--- src/rtl/bary_interp_if.sv ---
// Handshake and data bundle between the barycentric coordinate stage,
// the attribute interpolator and the pixel writer.
interface bary_interp_if #(
   parameter int NCH = 4,
   parameter int AW  = 8
);
   logic                in_valid;
   logic                in_ready;
   logic [15:0]         alpha;
   logic [15:0]         beta;
   logic [15:0]         gamma;
   logic [NCH*AW-1:0]   attr0;
   logic [NCH*AW-1:0]   attr1;
   logic [NCH*AW-1:0]   attr2;
   logic                out_valid;
   logic                out_ready;
   logic [NCH*AW-1:0]   out_attr;
   logic                out_degen;

   modport master (
      output in_valid, alpha, beta, gamma, attr0, attr1, attr2, out_ready,
      input  in_ready, out_valid, out_attr, out_degen
   );

   modport slave (
      input  in_valid, alpha, beta, gamma, attr0, attr1, attr2, out_ready,
      output in_ready, out_valid, out_attr, out_degen
   );
endinterface

--- src/rtl/bary_interp.sv ---
// Barycentric attribute interpolator: one shared multiplier, weighted sum of
// three vertex attribute vectors per channel, rounded and saturated.
//
// state   | meaning
// --------+-----------------------------------------------------------
// st_idle | waiting for an input transaction, in_ready high
// st_mac  | issuing one multiply per cycle, accumulating per channel
// st_done | result presented, held until out_ready
module bary_interp #(
   parameter int NCH = 4,
   parameter int AW  = 8
) (
   input logic        clk,
   input logic        rst,
   bary_interp_if.slave bus
);
   localparam int ACCW = AW + 18;
   localparam int PW   = 16 + AW;
   localparam int CW   = (NCH > 1) ? $clog2(NCH) : 1;

   typedef enum logic [1:0] {st_idle, st_mac, st_done} state_t;
   state_t state, state_nx;

   logic [15:0]        w0, w1, w2;
   logic [NCH*AW-1:0]  a0, a1, a2;
   logic [1:0]         v;
   logic [CW-1:0]      ch;
   logic               iss_en;
   logic               iss_last;
   logic               take;

   logic [PW-1:0]      prod;
   logic               p_valid, p_last, p_final;
   logic [CW-1:0]      p_ch;

   logic [ACCW-1:0]    acc, acc_sum, acc_rnd;
   logic [AW+2:0]      res_sh;
   logic [AW-1:0]      res_sat;
   logic [15:0]        w_sel;
   logic [NCH*AW-1:0]  a_vec;
   logic [AW-1:0]      a_sel;

   function automatic logic [15:0] clamp(input logic [15:0] w);
      return (w > 16'h8000) ? 16'h8000 : w;
   endfunction

   assign take     = (state == st_idle) && bus.in_valid;
   assign iss_last = (v == 2'd2) && (ch == CW'(NCH - 1));

   always_ff @(posedge clk) begin
      if (rst) state <= st_idle;
      else     state <= state_nx;
   end

   // The product is registered before accumulation, so MAC drains one cycle
   // after the last multiply is issued.
   always_comb begin
      state_nx = state;
      case (state)
         st_idle: if (bus.in_valid)           state_nx = st_mac;
         st_mac:  if (p_valid && p_final)     state_nx = st_done;
         st_done: if (bus.out_ready)          state_nx = st_idle;
         default:                             state_nx = st_idle;
      endcase
   end

   always_comb begin
      bus.in_ready  = (state == st_idle) && !rst;
      bus.out_valid = (state == st_done);
   end

   always_comb begin
      w_sel = w0;
      a_vec = a0;
      case (v)
         2'd1:    begin w_sel = w1; a_vec = a1; end
         2'd2:    begin w_sel = w2; a_vec = a2; end
         default: begin w_sel = w0; a_vec = a0; end
      endcase
      a_sel   = a_vec[ch*AW +: AW];
      acc_sum = acc + ACCW'(prod);
      acc_rnd = acc_sum + ACCW'(1 << 14);
      res_sh  = acc_rnd[ACCW-1:15];
      res_sat = (|res_sh[AW+2:AW]) ? {AW{1'b1}} : res_sh[AW-1:0];
   end

   always_ff @(posedge clk) begin
      if (rst) begin
         w0 <= '0; w1 <= '0; w2 <= '0;
         a0 <= '0; a1 <= '0; a2 <= '0;
         v <= '0; ch <= '0; iss_en <= 1'b0;
         prod <= '0; p_valid <= 1'b0; p_last <= 1'b0; p_final <= 1'b0; p_ch <= '0;
         acc <= '0;
         bus.out_attr  <= '0;
         bus.out_degen <= 1'b0;
      end else begin
         p_valid <= 1'b0;
         if (take) begin
            w0 <= clamp(bus.alpha);
            w1 <= clamp(bus.beta);
            w2 <= clamp(bus.gamma);
            a0 <= bus.attr0;
            a1 <= bus.attr1;
            a2 <= bus.attr2;
            bus.out_degen <= (bus.alpha == 16'h0) && (bus.beta == 16'h0) && (bus.gamma == 16'h0);
            v <= '0;
            ch <= '0;
            acc <= '0;
            iss_en <= 1'b1;
         end
         if (state == st_mac) begin
            if (iss_en) begin
               prod    <= PW'(w_sel) * PW'(a_sel);
               p_valid <= 1'b1;
               p_last  <= (v == 2'd2);
               p_final <= iss_last;
               p_ch    <= ch;
               if (v == 2'd2) begin
                  v  <= '0;
                  ch <= (ch == CW'(NCH - 1)) ? '0 : ch + 1'b1;
               end else begin
                  v <= v + 2'd1;
               end
               if (iss_last) iss_en <= 1'b0;
            end
            if (p_valid) begin
               if (p_last) begin
                  acc <= '0;
                  bus.out_attr[p_ch*AW +: AW] <= res_sat;
               end else begin
                  acc <= acc_sum;
               end
            end
         end
      end
   end
endmodule
--- src/flat_wrapper.sv ---
// flat-port wrapper written by rule: the top's interface ports become plain ports
module bary_interp_flat 
#(
   parameter int NCH = 4,
   parameter int AW  = 8
)
  (clk, rst, bus_in_valid, bus_alpha, bus_beta, bus_gamma, bus_attr0, bus_attr1, bus_attr2, bus_out_ready, bus_in_ready, bus_out_valid, bus_out_attr, bus_out_degen);
  bary_interp_if #(.NCH(NCH), .AW(AW)) bus_i ();
  input logic clk;
  input logic rst;
  input wire logic [$bits(bus_i.in_valid)-1:0] bus_in_valid;
  input wire logic [$bits(bus_i.alpha)-1:0] bus_alpha;
  input wire logic [$bits(bus_i.beta)-1:0] bus_beta;
  input wire logic [$bits(bus_i.gamma)-1:0] bus_gamma;
  input wire logic [$bits(bus_i.attr0)-1:0] bus_attr0;
  input wire logic [$bits(bus_i.attr1)-1:0] bus_attr1;
  input wire logic [$bits(bus_i.attr2)-1:0] bus_attr2;
  input wire logic [$bits(bus_i.out_ready)-1:0] bus_out_ready;
  output wire logic [$bits(bus_i.in_ready)-1:0] bus_in_ready;
  output wire logic [$bits(bus_i.out_valid)-1:0] bus_out_valid;
  output wire logic [$bits(bus_i.out_attr)-1:0] bus_out_attr;
  output wire logic [$bits(bus_i.out_degen)-1:0] bus_out_degen;
  assign bus_i.in_valid = bus_in_valid;
  assign bus_i.alpha = bus_alpha;
  assign bus_i.beta = bus_beta;
  assign bus_i.gamma = bus_gamma;
  assign bus_i.attr0 = bus_attr0;
  assign bus_i.attr1 = bus_attr1;
  assign bus_i.attr2 = bus_attr2;
  assign bus_i.out_ready = bus_out_ready;
  assign bus_in_ready = bus_i.in_ready;
  assign bus_out_valid = bus_i.out_valid;
  assign bus_out_attr = bus_i.out_attr;
  assign bus_out_degen = bus_i.out_degen;
  bary_interp #(.NCH(NCH), .AW(AW)) u_core (.clk(clk), .rst(rst), .bus(bus_i));
endmodule
--- config.mk ---
export PLATFORM = sky130hd
export DESIGN_NAME = bary_interp_flat
export DESIGN_NICKNAME = d
export VERILOG_FILES = /design/src/rtl/bary_interp_if.sv /design/src/rtl/bary_interp.sv /design/src/flat_wrapper.sv
export SDC_FILE = /design/constraint.sdc
export NUM_CORES = 1
export LEC_CHECK = 0
export CAP_MARGIN = 40
export CELL_PAD_IN_SITES_DETAIL_PLACEMENT = 1
export CELL_PAD_IN_SITES_GLOBAL_PLACEMENT = 1
export CORE_ASPECT_RATIO = 1.1
export CORE_MARGIN = 4
export CORE_UTILIZATION = 35
export CTS_BUF_LIST = sky130_fd_sc_hd__clkbuf_8
export CTS_CLUSTER_DIAMETER = 200
export DETAILED_ROUTE_END_ITERATION = 7
export GPL_ROUTABILITY_DRIVEN = 0
export PLACE_DENSITY_LB_ADDON = 0.2
export SLEW_MARGIN = 20
export SYNTH_ARGS = -nofsm -noshare
export SYNTH_HDL_FRONTEND = slang
export SYNTH_SLANG_ARGS = --single-unit
--- constraint.sdc ---
create_clock -name clk -period 5.8 [get_ports clk]
set_input_delay 1.74 -clock clk [delete_from_list [all_inputs] [get_ports clk]]
set_output_delay 1.74 -clock clk [all_outputs]
set_load 0.05 [all_outputs]
# == Word-level counts from Yosys, hierarchy flattened ==
# Cells that the tools add are included.
# Widths: inputs -> output; s select.
# word_totals
ff_bits,239
latch_bits,0
mem_bits_rw,0
rom_bits,0
in_bits,148
output_inout_bits,35
elab_cells,84
n_memories,0
# classes
addsub,5
mul,1
div_mod_pow,0
order_cmp,3
eq_ne,8
shift,3
muxes,29
bitwise,1
reduce_logical,16
# ops
op,n
$mux 26,4
$pmux 32 s2,1
$gt 16x16->1 const B,3
$logic_not 16->1,3
$mux 16,3
$neg 5->34,1
$shift 8x34->32 const A,1
$shiftx 8x34->32,1
$bwmux 32,1
$pmux 16 s2,1
$shiftx 32x6->8,1
$add 26x15->26 const B,1
$add 26x24->26,1
$mul 16x8->24,1
$mux 2,12
$mux 8,1
$eq 2x2->1 const B,3
$logic_and 1x1->1,6
$pmux 2 s3,1
$reduce_and 3->1,2
$mux 1,5
$add 2x1->2 const B,2
$eq 2x1->1 const B,2
$ne 2x2->1 const B,2
7 further kinds,7

# == Longest topological paths before layout ==
# Gate-level depths: netlist (run 1).
# logic_depth
ltp_word,6
ltp_mapped,27
ltp_nobuf,24

# == Least setup slack after synthesis (run 1) ==
# Ideal clock, no wire load.
# synth_path
kind,register to register
from,register u_core.v[0]
to,register u_core.prod[23]
setup_ns,0.091
arrival_time_ns,6.195
required_time_ns,5.709
path_slack_ns,-0.486
path_stages_with_launch,24
n_path_buf,3
path_cell_list,dfxtp_1 -> inv_1 -> ha_1 -> clkbuf_1 -> clkbuf_1 -> clkbuf_1 -> o21ai_0 -> mux4_2 -> or2_2 -> fa_1 -> fa_1 -> inv_1 -> fa_1 -> inv_1 -> fa_1 -> inv_1 -> ha_1 -> o211ai_1 -> a31o_2 -> o21ai_0 -> a211o_1 -> nand4_1 -> a21o_1 -> a311oi_1
# synth_between
elab_chain_cells,4
word_cells_on_any_way,6
# synth_rtl
element,line_no,rtl
start: declaration,bary_interp.sv:26,logic [1:0] v;
start signal: assignment,bary_interp.sv:122,v <= v + 2'd1;
$eq 2x2->1 / $eq 2x1->1 (equally long branches),bary_interp.sv:75,case (v)
$pmux 32 s2,bary_interp.sv:75,
$shiftx 32x6->8,bary_interp.sv:80,a_sel = a_vec[ch*AW +: AW];
$mul 16x8->24 *,bary_interp.sv:113,prod <= PW'(w_sel) * PW'(a_sel);
end signal: assignment,bary_interp.sv:113,
end: declaration,bary_interp.sv:32,logic [PW-1:0] prod;
# Mark *: on every way between the ends. The rest lies on a longest branch, timed or not.
# A chain may end at the register's enable or synchronous reset.

# == Worst setup path after layout (run 1) ==
# layout_path
from,register u_core.v[0]
to,register u_core.prod[20]
# Same word-level chain as after synthesis.

==> results of run 1 <==
per-stage QoR:
stage                     hold slack [ns]    util  power [mW]  cells  TNS (ns)
after floorplan                    0.4316       -       2.111   1838  -0.01412
after global placement             0.4390  0.4278       2.424   2592    -1.708
after detailed placement           0.4466  0.4299       2.447   2597    -3.115
after CTS                          0.4549  0.4664       4.371   2689   -0.7073
after global routing               0.4793  0.4807       4.581   2714    -2.483
final                              0.4515  0.4807       4.372   2714   -0.5157
cells in the mapped netlist (all sizes together) (3+ instances only):
| master | count |
|---|---|
| inv | 111 |
| and2 | 7 |
| ha | 79 |
| a21oi | 174 |
| nor2 | 206 |
| dfxtp | 239 |
| nor3b | 3 |
| xnor2 | 23 |
| fa | 85 |
| clkbuf | 90 |
| nand2b | 4 |
| nand3 | 16 |
| a211oi | 7 |
| and4 | 4 |
| nand4 | 12 |
| a211o | 3 |
| buf | 19 |
| or3 | 8 |
| or2 | 19 |
| o211ai | 11 |
| o21bai | 4 |
| a2111oi | 4 |
| mux4 | 8 |
| a21o | 20 |
| nand3b | 10 |
| o31a | 4 |
| nor2b | 7 |
| a32oi | 14 |
| o31ai | 7 |
| a22oi | 128 |
| a311oi | 5 |
| nor3 | 14 |
| a31oi | 8 |
| nand2 | 322 |
| xor2 | 14 |
| and3 | 12 |
| o21ai | 101 |
| nor4 | 11 |
final cells by class:
class / instances / area (sq um) / share of cell area
well taps: 567 / 709.4 / 0.03488
clock inverters: 24 / 267.8 / 0.01317
multi-input cells: 1379 / 10040 / 0.4938
repair buffers: 340 / 3359 / 0.1652
clock buffers: 54 / 743.2 / 0.03654
flip-flops and latches: 239 / 4792 / 0.2356
inverters: 111 / 421.7 / 0.02073
state kept, by name, summed over array words and instances (netlist names), 2 cells and up:
signal	count
u_core.ch	2
u_core.p_ch	2
u_core.acc	26
u_core.bus.out_attr	32
u_core.state	2
u_core.w2	16
u_core.a0	32
u_core.a2	32
u_core.a1	32
u_core.prod	24
u_core.v	2
u_core.w1	16
u_core.w0	16
cells by family (layout without fill, tap and decap cells):
group                      count (synthesis)  in the layout  synth area share
AOI/OAI and AO/OA                        506            506            0.2186
xor gates and xnor gates                  37             37           0.02214
adders and majority gates                164            164            0.1796
buffers and inverters                    220            529           0.05673
DFF                                      239            239            0.3195
muxes                                     10             10           0.01337
and+or+nand+nor                          662            662            0.1900
metal layers:
| layer | global-route usage | share of wire |
|---|---|---|
| met1 | 0.2473 | 0.40 |
| met2 | 0.4113 | 0.53 |
| met3 | 0.03512 | 0.036 |
| met4 | 0.08710 | 0.042 |
| met5 | 0 | 0 |
worst max-delay path by stage:
stage	from	end	slack [ns]
floorplan	u_core.v[0]$_SDFF_PP0_	u_core.prod[23]$_SDFFE_PP0P_	-0.01
global placement	u_core.v[0]$_SDFF_PP0_	u_core.prod[22]$_SDFFE_PP0P_	-0.34
detailed placement	u_core.v[0]$_SDFF_PP0_	u_core.prod[22]$_SDFFE_PP0P_	-0.46
CTS	u_core.v[0]$_SDFF_PP0_	u_core.prod[21]$_SDFFE_PP0P_	-0.19
global route	u_core.v[0]$_SDFF_PP0_	u_core.prod[20]$_SDFFE_PP0P_	-0.38
finish	u_core.v[0]$_SDFF_PP0_	u_core.prod[20]$_SDFFE_PP0P_	-0.16
power breakdown:
group | internal (mW) | leakage [nW] | total [mW] | switching, mW
logic | 0.353 | 5.59 | 0.770 | 0.416
clock network | 1.11 | 0.565 | 1.86 | 0.750
registers | 1.70 | 1.95 | 1.74 | 0.0433
total | 3.16 | 8.10 | 4.37 | 1.21
worst reg2reg max path, stage by stage (launching register included):
cell and delay (ns):
dfxtp_4 0.37, inv_4 0.08, ha_4 0.21, buf_12 0.14, buf_12 0.11, a22oi_2 0.09
nand2_1 0.08, o21ai_1 0.06, mux4_2 0.52, or2_4 0.26, fa_1 0.52, fa_1 0.53
inv_1 0.05, fa_1 0.51, inv_2 0.05, fa_1 0.49, inv_2 0.05, ha_4 0.15
or3_4 0.33, o211ai_1 0.29, nand4_1 0.21, buf_4 0.20, a311oi_2 0.22, xnor2_1 0.16
nand2_1 0.09, a21oi_2 0.14
timing repair:
item,in CTS,in global routing
gates resized for setup,99,90
gates cloned,2,2
endpoints found under the hold margin,0,0
endpoints found under the setup margin,12,12
hold buffers,0,0
buffers inserted,12,22
pin swaps,41,89
==> metrics, run 1 <==
CTS sink cnt 239; fin area 0.02034 sq mm; Syn Inst Count 1838; actual slew at the worst max-slew pin 0.8471 ns; fmax 167.7 MHz; Die Span X 205.2 microns; status complete, but fails checks; n_diodes 0; vias per cell 5.267; fill count 5040; final net count 2426; DR WL/cell 19.18 microns; layout cells sized above 1 0.1896; CP bufs+invs 7; Top cell by count, worst path fa_1; register area share after synthesis 0.3195; dpl hpwl 39700 microns; chip height 224.9 microns; Synth Area per Inst 8.147 sq um; CP max stage delay 0.53 ns; CP Launch Type register; post-place setup slack -0.4551 ns; final hold violations 0; global-route wire length before repair 81410 microns; number of CTS-inserted buffers 43; CP Data Required Time 6.33 ns; asr flop ratio synth 0; Setup Skew 0.03239 ns; worst setup slack after layout -0.1622 ns; power density over the cells 215.0 mW/mm^2; CTS max path bufs 3; Initial Utilization 0.3540; number of remaining DRC errors 0; IO Port Bufs 182; Congestion Overflow GR 0; synth top area cells dfxtp_1 32%, fa_1 11%, nand2_1 8.1%, ha_1 6.6%, a22oi_1 6.4%; crit path max-delay cell type fa_1; max cap viols 0; post-placement cell area 0.01819 sq mm; Slew Limit Fails 0; Tcrit/Tclk final 1.028; Core Area 0.04231 sq mm; relative slew slack 0.4353; CTS tree done; worst r2r src u_core.v[0]$_SDFF_PP0_; synth-to-layout area growth 35.81%; worst ir drop on vdd 0.0001638 V; die area 0.04616 sq mm; Setup Viol. Count Final 5; Most used DFF post-synth dfxtp_1; Worst EP arrival 6.49 ns; Vias 14290; GRT Total Usage 0.2195; most used cells in the layout excluding fill and tap cells 320 x nand2_1, 237 x dfxtp_1, 181 x clkdlybuf4s50_1, 168 x a21oi_1, 160 x nor2_1; worst hold path class reg -> reg; commonest non-fill, non-tap cell in the layout nand2_1; Worst Path Max Fanout 6; Unique masters post-synth 69; R2R setup slack -0.16 ns; vias in the first global route 15260; failing checks setup timing; post-route ant nets 0; Worst setup EP type register; CTS Root Cell clkbuf_8; Reg-to-Reg End u_core.prod[20]$_SDFFE_PP0P_; synthesized cell area 0.01497 sq mm; depth of the CTS H-tree 2; Final min period 5.962 ns; initial antenna violation count 0; Clock Latency Late Sink 0.62 ns; post-synthesis register bit count 239; WHS Endpoint u_core.w0[11]$_SDFFE_PP0P_; Synth Net Count 2150; WHS Path Cells 2; EDFF count, synth 0; I/O pin count 183; Routed WL 52050 microns; delay-heaviest family, CP adder cells; Yosys top cell by area dfxtp_1; Warnings, synthesis 0; largest net degree at the start of global routing 78; Clock transition at path regs 0.06 ns; Critical Path Stages 25; Leak 8.100 nW; Worst Hold Launch u_core.w0[11]$_SDFFE_PP0P_; RSZ-0062 raised after global routing true; # rows 79; Reg2Reg Depth 25; critical path type reg -> reg; Synth top area share 0.3195; first drt pass iteration count 5; 1st-iter DRT viols 622
Note: power is estimated with default switching activity, not from simulation.
==> run 2, diff against run 1 <==
--- a/config.mk
+++ b/config.mk
@@ -12,7 +12,6 @@
 export CORE_MARGIN = 4
 export CORE_UTILIZATION = 35
 export CTS_BUF_LIST = sky130_fd_sc_hd__clkbuf_8
-export CTS_CLUSTER_DIAMETER = 200
 export DETAILED_ROUTE_END_ITERATION = 7
 export GPL_ROUTABILITY_DRIVEN = 0
 export PLACE_DENSITY_LB_ADDON = 0.2
==> results of run 2 <==
Same layout as run 1: the final DEF is identical, and so are final timing and power.
==> run 3, diff against run 2 <==
--- a/config.mk
+++ b/config.mk
@@ -11,7 +11,8 @@
 export CORE_ASPECT_RATIO = 1.1
 export CORE_MARGIN = 4
 export CORE_UTILIZATION = 35
-export CTS_BUF_LIST = sky130_fd_sc_hd__clkbuf_8
+export CTS_BUF_LIST = sky130_fd_sc_hd__clkbuf_4 sky130_fd_sc_hd__clkbuf_8
+export CTS_CLUSTER_DIAMETER = 120
 export DETAILED_ROUTE_END_ITERATION = 7
 export GPL_ROUTABILITY_DRIVEN = 0
 export PLACE_DENSITY_LB_ADDON = 0.2
==> run 3 against run 2 <==
  * The flow still finishes with violations (setup timing)
  * Highest routed layer unchanged
  * Clock power grew 5%
  * Core utilization is essentially flat
  * Cell count shrank 0.18%
  * Total power grew 1.9%
  * Die area is the same
==> metrics, run 3 (same netlist as run 1, synthesis figures left out) <==
initial antenna violation count 0 (unchanged); WHS Endpoint u_core.w0[11]$_SDFFE_PP0P_; critical path type reg -> reg; layout cells sized above 1 0.1881 (-0.001425); vias per cell 5.274 (+0.13%); fin area 0.02034 sq mm (about the same); Tcrit/Tclk final 1.028 (about the same); Worst Hold Launch u_core.w0[11]$_SDFFE_PP0P_; IO Port Bufs 182 (unchanged); number of CTS-inserted buffers 43 (unchanged); number of remaining DRC errors 0 (unchanged); relative slew slack 0.4142 (-0.02113); worst r2r src u_core.v[1]$_SDFF_PP0_; largest net degree at the start of global routing 78 (unchanged); Setup Viol. Count Final 6 (+1); Psw 1.210 mW (about the same); I/O pin count 183 (unchanged); dpl hpwl 39700 microns (unchanged); worst setup slack after layout -0.1649 ns (-0.002657 ns); CTS sink cnt 239 (unchanged); Reg2Reg Depth 27 (+8.0%); CP Launch Type register; Congestion Overflow GR 0 (unchanged); post-route ant nets 0 (unchanged); Sw Share 0.2716 (-0.004931); RSZ-0062 raised after global routing true; status complete, but fails checks; post-placement cell area 0.01819 sq mm (unchanged); failing checks setup timing; Worst setup EP type register; Leak 8.110 nW (+0.12%); vias in the first global route 15450 (+1.3%); sequential share of power 0.391 (-0.007); Final min period 5.965 ns (+0.002657 ns); depth of the CTS H-tree 2 (unchanged); Reg-to-Reg End u_core.prod[18]$_SDFFE_PP0P_; GRT Total Usage 0.2237 (+0.004222); worst ir drop on vdd 0.0001645 V (+0.42%); commonest non-fill, non-tap cell in the layout nand2_1; WHS Path Cells 2 (unchanged); Clk pwr share 0.437 (+0.011); global-route wire length before repair 82730 microns (+1.6%); Int Pwr 3.245 mW (+2.6%); Setup Skew 0.03059 ns (-0.001798 ns); max cap viols 0 (unchanged); first drt pass iteration count 5 (unchanged); Slew Limit Fails 0 (unchanged); CTS tree done; CTS Root Cell clkbuf_8; die area 0.04616 sq mm (unchanged); Worst EP arrival 6.49 ns (about the same); Comb power frac 0.172 (-0.004); hold buffer count at CTS 0 (unchanged); Die Span X 205.2 microns (unchanged); DR WL/cell 19.27 microns (+0.48%); # rows 79 (unchanged); worst hold path class reg -> reg; end-of-flow core utilization 0.4809 (about the same); Clock Latency Late Sink 0.61 ns (about the same); power density over the cells 219.0 mW/mm^2 (+1.9%); fmax 167.6 MHz (about the same); Core Area 0.04231 sq mm (unchanged); actual slew at the worst max-slew pin 0.8729 ns (+0.02584 ns); n_diodes 0 (unchanged); Final Power 4.455 mW (+1.9%); Routed WL 52200 microns (+0.29%); 1st-iter DRT viols 633 (+1.8%); final hold violations 0 (unchanged); Worst Path Max Fanout 6 (unchanged); Initial Utilization 0.3540 (unchanged); CP Data Required Time 6.32 ns (about the same); chip height 224.9 microns (unchanged); synth-to-layout area growth 35.86% (about the same); Clock transition at path regs 0.06 ns (about the same); R2R setup slack -0.16 ns (about the same); most used cells in the layout excluding fill and tap cells 319 x nand2_1, 237 x dfxtp_1, 181 x clkdlybuf4s50_1, 169 x a21oi_1, 162 x nor2_1; Fin Setup TNS -0.5543 ns (-0.03868 ns); final net count 2421 (-0.21%); Vias 14290 (-0.056%); CTS max path bufs 3 (unchanged)
[run 3: cell types whose count changed in the layout (fill, tap and decap cells not counted), sizes merged]
cell	delta
clkbuf	+12
inv	-13
buf	-4
[run 3: cell type report]
class                   instances  area [sq um]
clock buffers                  67         840.8
clock inverters                11         219.0
fillers                      5048         21960
inverters                     111         421.7
multi-input cells            1379         10010
flip-flops and latches        239          4792
well taps                     567         709.4
repair buffers                335          3353
[run 3: worst max path at each step]
stage | from | endpoint | slack (ns) | depth (start not counted)
floorplan | u_core.v[0]$_SDFF_PP0_ | u_core.prod[23]$_SDFFE_PP0P_ | -0.01 | 24
global placement | u_core.v[0]$_SDFF_PP0_ | u_core.prod[22]$_SDFFE_PP0P_ | -0.34 | 24
detailed placement | u_core.v[0]$_SDFF_PP0_ | u_core.prod[22]$_SDFFE_PP0P_ | -0.46 | 24
CTS | u_core.v[1]$_SDFF_PP0_ | u_core.prod[20]$_SDFFE_PP0P_ | -0.15 | 25
global route | u_core.v[1]$_SDFF_PP0_ | u_core.prod[18]$_SDFFE_PP0P_ | -0.37 | 27
finish | u_core.v[1]$_SDFF_PP0_ | u_core.prod[18]$_SDFFE_PP0P_ | -0.16 | 27
[run 3: timing repair]
item	CTS	global route
hold endpoints to repair	0	0
pin swaps	77	36
gates resized for setup	127	57
endpoints found under the setup margin	12	12
cloned	3	0
buffers inserted	21	6
[run 3: critical path: stages, from the launching register on]
cell and delay (ns):
dfxtp_4 0.38, inv_4 0.06, ha_4 0.19, buf_12 0.13, buf_8 0.12, a22oi_2 0.22, nand2_1 0.08, o21ai_1 0.08
mux4_2 0.43, nor2_2 0.07, fa_1 0.56, inv_2 0.04, fa_1 0.54, inv_1 0.05, fa_1 0.51, inv_2 0.05
fa_1 0.49, inv_2 0.05, ha_4 0.16, or3_4 0.38, o211ai_1 0.30, nand4_1 0.21, buf_4 0.19, buf_6 0.11
a31oi_4 0.12, xnor2_1 0.14, nand2_1 0.07, a21oi_1 0.14
[run 3: stage by stage]
stage               hold WS [ns]  worst slack (ns)  std cells
CTS                       0.4549           -0.1525       2699
global placement          0.4390           -0.3356       2592
detailed placement        0.4466           -0.4551       2597
finish                    0.4533           -0.1649       2709
floorplan                 0.4316          -0.01412       1838
global route              0.4775           -0.3738       2709
[run 3: per-layer routing]
metal  vias to the layer above  track usage  wire length, microns
met3                       126      0.03454                  1822
met2                       325       0.4158                 27340
li1                       6877            -                     -
met5                         -            0                     0
met4                         0      0.09726                  2465
met1                      6958       0.2522                 20570
[run 3: power by group through the flow]
| stage | Combinational (mW) | Sequential (mW) | Clock, mW |
|---|---|---|---|
| 3_5_place_dp | 0.673 | 1.77 | 0 |
| 3_3_place_gp | 0.652 | 1.77 | 0 |
| 5_1_grt | 0.846 | 1.74 | 2.07 |
| 4_1_cts | 0.736 | 1.74 | 2.00 |
| 6_report | 0.768 | 1.74 | 1.95 |
| 2_1_floorplan | 0.357 | 1.75 | 0 |
